===== src/rtl/fetch_stage.sv =====
// fetch_stage
//   Instruction-fetch sequencer that sits directly in front of pre-decode.
//   It reads instruction memory at the program counter and holds each
//   returned word in a one-entry register (instr_q). Pre-decode looks at
//   instr_q combinationally and returns branch/end/flush flags. Those flags
//   decide whether fetch stalls for a branch, drains the readback buffer,
//   or terminates. Words go downstream over a valid/ready handshake.
//
// Ports
//   clk, rst            clock (rising edge), synchronous active-high reset
//   start, start_pc     start/restart pulse and first fetch address
//   imem_en/addr/rdata  instruction-memory read port (rdata one cycle after en)
//   instr_q             held instruction word
//   pd_*                pre-decode flags describing instr_q
//   out_valid/ready     downstream handshake
//   br_resolve_valid,
//   br_taken, br_target branch resolution from exec (also the sleep wake-up)
//   flush_req/done      readback-buffer drain request/acknowledge
//   busy, done          status
module fetch_stage #(
  parameter int INSTR_W = 64,
  parameter int ADDR_W  = 10
) (
  input  logic               clk,
  input  logic               rst,
  input  logic               start,
  input  logic [ADDR_W-1:0]  start_pc,
  output logic               imem_en,
  output logic [ADDR_W-1:0]  imem_addr,
  input  logic [INSTR_W-1:0] imem_rdata,
  output logic [INSTR_W-1:0] instr_q,
  input  logic               pd_is_branch,
  input  logic               pd_is_end,
  input  logic               pd_need_flush,
  output logic               out_valid,
  input  logic               out_ready,
  input  logic               br_resolve_valid,
  input  logic               br_taken,
  input  logic [ADDR_W-1:0]  br_target,
  output logic               flush_req,
  input  logic               flush_done,
  output logic               busy,
  output logic               done
);

  typedef enum logic [2:0] {
    S_IDLE,
    S_FETCH,
    S_WAIT_BR,
    S_WAIT_FLUSH,
    S_DONE
  } state_t;

  state_t              state_q, state_d;
  logic [ADDR_W-1:0]   pc_q, pc_d;
  logic                inflight_q, inflight_d;
  logic                instr_valid_q, instr_valid_d;
  logic                flush_ok_q, flush_ok_d;
  logic                done_q, done_d;
  logic [INSTR_W-1:0]  instr_d;

  logic hs;
  logic hs_normal;

  // A word needing a flush is only offered once the drain has been
  // acknowledged; after that it is offered regardless of buffer space so an
  // oversized read cannot deadlock.
  assign out_valid = instr_valid_q && (state_q == S_FETCH) &&
                     (!pd_need_flush || flush_ok_q);
  assign hs        = out_valid && out_ready;
  assign hs_normal = hs && !pd_is_branch && !pd_is_end;

  // A new read may only go out when the holding register is empty or is
  // being handed off in this very cycle; branches and end words never allow
  // a fetch behind them.
  assign imem_en   = (state_q == S_FETCH) && !inflight_q &&
                     (!instr_valid_q || hs_normal);
  assign imem_addr = pc_q;
  assign flush_req = (state_q == S_WAIT_FLUSH);
  assign busy      = (state_q != S_IDLE) && (state_q != S_DONE);
  assign done      = done_q;

  always_comb begin
    state_d       = state_q;
    pc_d          = pc_q;
    inflight_d    = inflight_q;
    instr_valid_d = instr_valid_q;
    flush_ok_d    = flush_ok_q;
    done_d        = done_q;
    instr_d       = instr_q;

    if (hs) begin
      instr_valid_d = 1'b0;
      flush_ok_d    = 1'b0;
    end

    // Capture overrides the handshake clear: with a single read in flight
    // the returning word is always the next one to hold.
    if (inflight_q) begin
      instr_d       = imem_rdata;
      instr_valid_d = 1'b1;
      inflight_d    = 1'b0;
    end

    if (imem_en) begin
      pc_d       = pc_q + ADDR_W'(1);
      inflight_d = 1'b1;
    end

    case (state_q)
      S_IDLE, S_DONE: begin
        if (start) begin
          pc_d       = start_pc;
          done_d     = 1'b0;
          flush_ok_d = 1'b0;
          state_d    = S_FETCH;
        end
      end
      S_FETCH: begin
        if (instr_valid_q) begin
          if (pd_need_flush && !flush_ok_q) begin
            state_d = S_WAIT_FLUSH;
          end else if (pd_is_end && hs) begin
            state_d = S_DONE;
            done_d  = 1'b1;
          end else if (pd_is_branch && hs) begin
            state_d = S_WAIT_BR;
          end
        end
      end
      S_WAIT_FLUSH: begin
        if (flush_done) begin
          flush_ok_d = 1'b1;
          state_d    = S_FETCH;
        end
      end
      S_WAIT_BR: begin
        // Sleep words arrive here too and are woken with br_taken=0.
        if (br_resolve_valid) begin
          if (br_taken) begin
            pc_d = br_target;
          end
          state_d = S_FETCH;
        end
      end
      default: state_d = S_IDLE;
    endcase
  end

  always_ff @(posedge clk) begin
    if (rst) begin
      state_q       <= S_IDLE;
      pc_q          <= '0;
      inflight_q    <= 1'b0;
      instr_valid_q <= 1'b0;
      flush_ok_q    <= 1'b0;
      done_q        <= 1'b0;
      instr_q       <= '0;
    end else begin
      state_q       <= state_d;
      pc_q          <= pc_d;
      inflight_q    <= inflight_d;
      instr_valid_q <= instr_valid_d;
      flush_ok_q    <= flush_ok_d;
      done_q        <= done_d;
      instr_q       <= instr_d;
    end
  end

endmodule


===== config.mk =====
export PLATFORM = sky130hd
export DESIGN_NAME = fetch_stage
export DESIGN_NICKNAME = d
export VERILOG_FILES = /design/src/rtl/fetch_stage.sv
export SDC_FILE = /design/constraint.sdc
export NUM_CORES = 1
export LEC_CHECK = 0
export CAP_MARGIN = 15
export CORE_ASPECT_RATIO = 0.5
export CORE_MARGIN = 2
export CORE_UTILIZATION = 36
export CTS_CLUSTER_SIZE = 16
export DETAILED_ROUTE_END_ITERATION = 12
export GPL_TIMING_DRIVEN = 1
export PLACE_DENSITY = 0.77
export REMOVE_ABC_BUFFERS = 1
export SYNTH_ARGS = -nofsm -noshare
export SYNTH_HDL_FRONTEND = slang
export SYNTH_SLANG_ARGS = --single-unit

===== constraint.sdc =====
create_clock -name clk -period 2.5 [get_ports clk]
set_clock_uncertainty 0.2 [all_clocks]
set_input_delay 0.75 -clock clk [delete_from_list [all_inputs] [get_ports clk]]
set_output_delay 0.75 -clock clk [all_outputs]
set_load 0.03 [all_outputs]

# Word-level counts from Yosys, hierarchy flattened
# Cells that the tools add are included.
# totals
register_bits,81
latchBits,0
ram_bits,0
romBits,0
input_bits,94
out_inout_bits,79
n_memories,0
# classes
add_sub_neg,1
mul,0
n_div,0
order_cmp,0
n_eq_ne,12
shifts,0
muxes,25
bitwise,0
n_reduce_logical,26
# op_table
operator,n
$mux W10,4
$mux W3,7
$pmux W10 S2,1
$pmux W3 S4,1
$logic_and A1 B1 Y1,11
$add A10 B1 Y10 const B,1
$mux W1,10
$reduce_and A5 Y1,2
$ne A2 B2 Y1 const B,4
$eq A3 B2 Y1 const B,2
$logic_not A1 Y1,6
$ne A2 B1 Y1 const B,2
$ne A4 B1 Y1 const B,1
$pmux W1 S2,2
$reduce_bool A2 Y1,2
$eq A3 B1 Y1 const B,1
$eq A3 B3 Y1 const B,1
$logic_not A3 Y1,1
$ne A3 B3 Y1 const B,1
$reduce_bool A3 Y1,1
$logic_or A1 B1 Y1,2
$reduce_or A2 Y1,1

# Longest topological paths before layout
# Gate-level depths: netlist of the first run.
# logic_depth
depth_word,12
ltp_mapped,6
mapped_depth_nobuf,5

# Worst setup path after synthesis of the first run
# OpenSTA, ideal clock, no wires.
# synth_timing
path_kind,input to output
start,input port pd_is_branch
end,output port imem_en
arrival_time_ns,1.862
required_time_ns,1.550
slack_ns,-0.312
stages,4
path_buffers,1
cell_sequence,o21a_2 > nor4_1 > and2_0 > buf_2
# synth_between
elab_chain_len,5
# synth_rtl
element,line_no,source
"start, declared",32,"input logic pd_is_branch,"
$logic_not A1 Y1,71,assign hs_normal = hs && !pd_is_branch && !pd_is_end;
$logic_and A1 B1 Y1 (2 in a row),71,
$logic_or A1 B1 Y1,77,(!instr_valid_q || hs_normal);
$logic_and A1 B1 Y1,76,assign imem_en = (state_q == S_FETCH) && !inflight_q &&
"end, declared",28,"output logic imem_en,"
# Every way passes these cells.

# Worst setup path in the final report of the first run
# Same ends and word-level chain as after synthesis.

==> reports/metrics.yaml, run 1 <==
core_area_sq_um: 8890
startpoint: "pd_is_branch"
synth_mux_area_frac: 0.193
vias_per_cell: 4.89
root_buffer: "clkbuf_16"
synth_top_family_by_area: "multiplexers"
fin_util: 0.645
io_buffers: 172
gp_congestion: 0.814
syn_inst: 347
ys_top_cells_by_count: "dfxtp_1 (81), nor2_1 (70), mux2i_1 (65)"
vdd_drop_max_v: 0.000450
cts_tree: "done"
vias: 3222
yosys.area.top_type: "dfxtp_1"
worstHoldPathType: "reg2reg"
antenna_found_initial: 0
yosys.area_share.simple: 0.169
clock.fmax_ghz: 0.382
yosysSeqAreaShare: 0.482
layout_min_cycle_time_ns: 2.62
grt_util_all_layers: 0.203
clock_latency_ns: 0.34
htreeDepth: 3
ys_types: 47
maxCapViolations: 0
critPathCaptureType: "primary output"
pin_count: 173
worstHoldStart: "done"
yosys_warnings: 0
drive_above_1_share: 0.135
start_util: 0.378
rows: 24
maxSlewViolCount: 0
worstSetupPathType: "in2out"
fin_cells: 659
setup_ws_ns: -0.120
wl_per_cell_microns: 15.5
relSlewSlack: 0.278
grt_first_pass_wirelength_mm: 16.3
rsz0062_at_grt: "yes"
die_w_microns: 141
syn_area_per_cell_sq_um: 9.69
grt_pass1_vias: 3207
required_ns: 1.55
synthFlopType: "dfxtp_1"
synth_xor_xnor_area_share: 0.0156
yosysMostFrequentCell: "dfxtp_1"
synth-adder-area-share: 0.00372
cts_buffers: 9
fin_setup_tns_ns: -0.120
final_nets: 632
p_leak_nw: 2.11
tightestPinTransition_ns: 1.08
violations: "setup timing"
syn_area_sq_um: 3360
setup_violations: 1
status: "finished, violations left"
final-hold-violation-count: 0
antenna_cells: 0
ys_async_sr_fraction: 0
area_growth_syn_to_layout_pct: 70.4
wirelength_mm: 10.2
synth_edf_count: 0
drtPass1Iterations: 4
drtIter0Drc: 163
grt_overflow: 0
crit_path_max_fanout: 2
clkTransAtPathRegs_ns: 0.06
cellPowerDensity_nw_per_um2: 915
synth-seq-cells: 81
synthTopCellsByArea: "dfxtp_1 (48%), mux2i_1 (19%), nor2_1 (7.8%), o21ai_0 (2.1%), a22oi_1 (2.0%)"
synth_top_area_frac: 0.482
cts_sinks: 81
period_share: 1.05
placed_cells: 638
cts_hold_buf: 0
die_y_microns: 72.3
die_area_sq_um: 10200
clock_path_buffers: 2
r2r_start: "flush_ok_q"
power.total_w: 0.00524
synth_compound_area_frac: 0.0990
arrival_ns: 1.67
grt_max_degree: 65
drtAntennaViolNets: 0
drc: 0
dp.final_hpwl_mm: 7.30
cp-start-kind: "input port"
layer usage:
layer  share of wire  vias to the layer above  global-route usage
met4           0.021                        0              0.0689
li1                -                     1595                   -
met5               0                        -                   0
met3           0.050                       20              0.0574
met2            0.50                       88               0.358
met1            0.43                     1519               0.244
kinds of logic (layout without fill, tap and decap cells):
| logic type | after synthesis | after routing |
|---|---|---|
| DFF | 81 | 81 |
| muxes | 65 | 65 |
| AOI/OAI and AO/OA | 51 | 51 |
| adders and majority gates | 1 | 1 |
| and+or+nand+nor | 117 | 117 |
| xor gates and xnor gates | 6 | 6 |
| buffers and inverters | 26 | 221 |
state kept, by name (all words and copies together) (netlist names):
register,flops
instr_valid_q,1
imem_addr,10
state_q,3
inflight_q,1
done,1
flush_ok_q,1
instr_q,64
final timing paths:
path / cells after the start / slack, ns / to
worst max-delay path: 6 / -0.12 / imem_en
worst min-delay path: 2 / 0.28 / done
worst max register to register: 7 / 0.19 / imem_addr[8]
worst min register to register: 2 / 0.28 / done
cell usage in the layout, fill, tap and decap left out, types with 3 or more instances in the layout:
cell,n
nand2_1,12
a31o_2,3
dfxtp_1,80
nand3_1,3
clkdlybuf4s50_1,162
buf_4,27
a31oi_1,3
clkbuf_16,10
nand4_1,5
mux2i_1,65
xnor2_1,3
clkinv_2,3
inv_1,4
a22oi_1,9
xor2_1,3
buf_6,5
o21ai_0,13
nor2_1,70
nor3_1,3
a21oi_1,11
cell type report:
cell class / instances / area [sq um]
Fill cell: 739 / 3160
Tap cell: 117 / 146
Clock buffer: 11 / 264
Clock inverter: 5 / 75.1
Multi-Input combinational cell: 240 / 1660
Timing Repair Buffer: 200 / 1940
Inverter: 5 / 18.8
Sequential cell: 81 / 1630
per-stage QoR:
step	hold WS (ns)	area (sq um)	setup WS, ns
finish	0.278	5730	-0.120
global route	0.314	5730	-0.157
CTS	0.282	5700	-0.188
detailed placement	0.274	5300	-0.617
global placement	0.264	5300	-0.600
floorplan	0.274	3260	-1.68
timing repair:
action / CTS / global route
pin swaps: 6 / 3
resized for setup: 26 / 8
buffers inserted: 4 / 1
setup endpoints to repair: 10 / 6
critical path: stages:
cell and delay, ns:
buf_6 0.09, o21a_4 0.21, nor4_4 0.20, buf_4 0.15, and2_4 0.14, buf_6 0.13
power breakdown:
part,leakage (nW),switching [W],internal (W)
logic,1.28,0.00109,0.00102
registers,0.659,0.000150,0.00149
clock network,0.170,0.000532,0.000957
total,2.11,0.00178,0.00347
(Power assumes the default switching activity.)
==> run 2: changes to the inputs <==
Settings changed: CORE_ASPECT_RATIO 0.5 to unset, CTS_BUF_LIST set to sky130_fd_sc_hd__clkbuf_16, SLEW_MARGIN set to 25.
==> reports/metrics.yaml, run 2 (synthesis gave the netlist of run 1 again) <==
status: "finished, violations left"
violations: "setup timing"
final_common_cell: "clkdlybuf4s50_1"
cts_hold_buf: 0
relSlewSlack: 0.497
die_area_sq_um: 10100
final_nets: 639
worstSetupPathType: "in2out"
worstHoldPathType: "reg2reg"
fin_setup_tns_ns: -0.156
layout_min_cycle_time_ns: 2.63
cts_buffers: 9
crit_path_max_fanout: 4
fin_cells: 660
grt_first_pass_wirelength_mm: 15.6
grt_util_all_layers: 0.193
clock_path_buffers: 2
gp_congestion: 0.924
topRoutingLayerUsed: "met4"
core_area_sq_um: 9150
final-hold-violation-count: 0
maxCapViolations: 0
htreeDepth: 3
antenna_found_initial: 0
met2WireLength_mm: 5.06
cellPowerDensity_nw_per_um2: 907
wirelength_mm: 10.1
area_growth_syn_to_layout_pct: 71.1
p_leak_nw: 2.11
setup_ws_ns: -0.131
final_cell_mix: "clkdlybuf4s50_1 (163), dfxtp_1 (80), nor2_1 (70), mux2i_1 (65), buf_4 (34)"
wl_per_cell_microns: 15.3
clock_latency_ns: 0.33
cts_tree: "done"
vias: 3283
vias_per_cell: 4.97
clock.fmax_ghz: 0.380
grt_overflow: 0
drc: 0
maxSlewViolCount: 0
period_share: 1.05
rows: 35
fin_util: 0.629
critPathCaptureType: "primary output"
wl_met1_mm: 4.12
placed_cells: 635
pin_count: 173
io_buffers: 172
vdd_drop_max_v: 0.000559
start_util: 0.367
drtPass1Iterations: 5
arrival_ns: 1.68
nFillCells: 785
drtIter0Drc: 125
grt_pass1_vias: 3216
drive_above_1_share: 0.142
root_buffer: "clkbuf_16"
required_ns: 1.55
setup_violations: 2
cts_sinks: 81
largest_register_ff_count: 64
cp-start-kind: "input port"
antenna_cells: 0
die_w_microns: 101
rsz0062_at_grt: "yes"
tightestPinTransition_ns: 0.755
drtAntennaViolNets: 0
largest_register: "instr_q"
clkTransAtPathRegs_ns: 0.06
dp.final_hpwl_mm: 7.39
die_y_microns: 101
grt_max_degree: 47
wl_met3_microns: 691
-- run 2: cell type report --
type                    count  area (sq um)  share of cell area
multi-input cells         240          1660               0.288
repair buffers            207          1990               0.345
inverters                   5          18.8             0.00326
clock buffers               9           225              0.0391
flip-flops and latches     81          1630               0.282
well taps                 111           139              0.0241
clock inverters             7           105              0.0183
-- run 2: routing by layer --
metal  GRT usage  vias up
met4      0.0780        0
li1            -     1619
met3      0.0354       18
met1       0.231     1518
met5           0        -
met2       0.341      128
-- run 2: timing repair --
item                       in CTS  in global routing
setup endpoints to repair      10                  4
pin swaps                       5                  4
setup buffers                   6                  4
resized for setup              30                  1
-- run 2: critical path, stage by stage --
cell	delay (ns)
buf_6	0.09
o21a_4	0.22
nor4_4	0.25
and2_4	0.23
buf_6	0.13
-- run 2: final timing paths --
kind	slack [ns]	end	depth (start not counted)	start
hold reg to reg	0.29	instr_q[37]	2	instr_q[37]
hold / removal	0.29	instr_q[37]	2	instr_q[37]
setup / recovery	-0.13	imem_en	5	pd_is_branch
setup reg to reg	0.22	state_q[1]	6	instr_valid_q
-- run 2: power by group --
group | internal, W | total, W | switching [W]
clock network | 0.000892 | 0.00144 | 0.000547
logic | 0.00103 | 0.00215 | 0.00111
registers | 0.00149 | 0.00164 | 0.000142
total | 0.00342 | 0.00522 | 0.00180
-- run 2: metrics by stage --
stage	cell area [sq um]	hold slack, ns	total power, W	setup slack [ns]
after floorplan	3260	0.274	0.00286	-1.68
after global placement	5310	0.272	0.00365	-0.621
after detailed placement	5310	0.278	0.00369	-0.663
after CTS	5730	0.290	0.00524	-0.232
after global routing	5760	0.324	0.00549	-0.150
final	5760	0.290	0.00522	-0.131
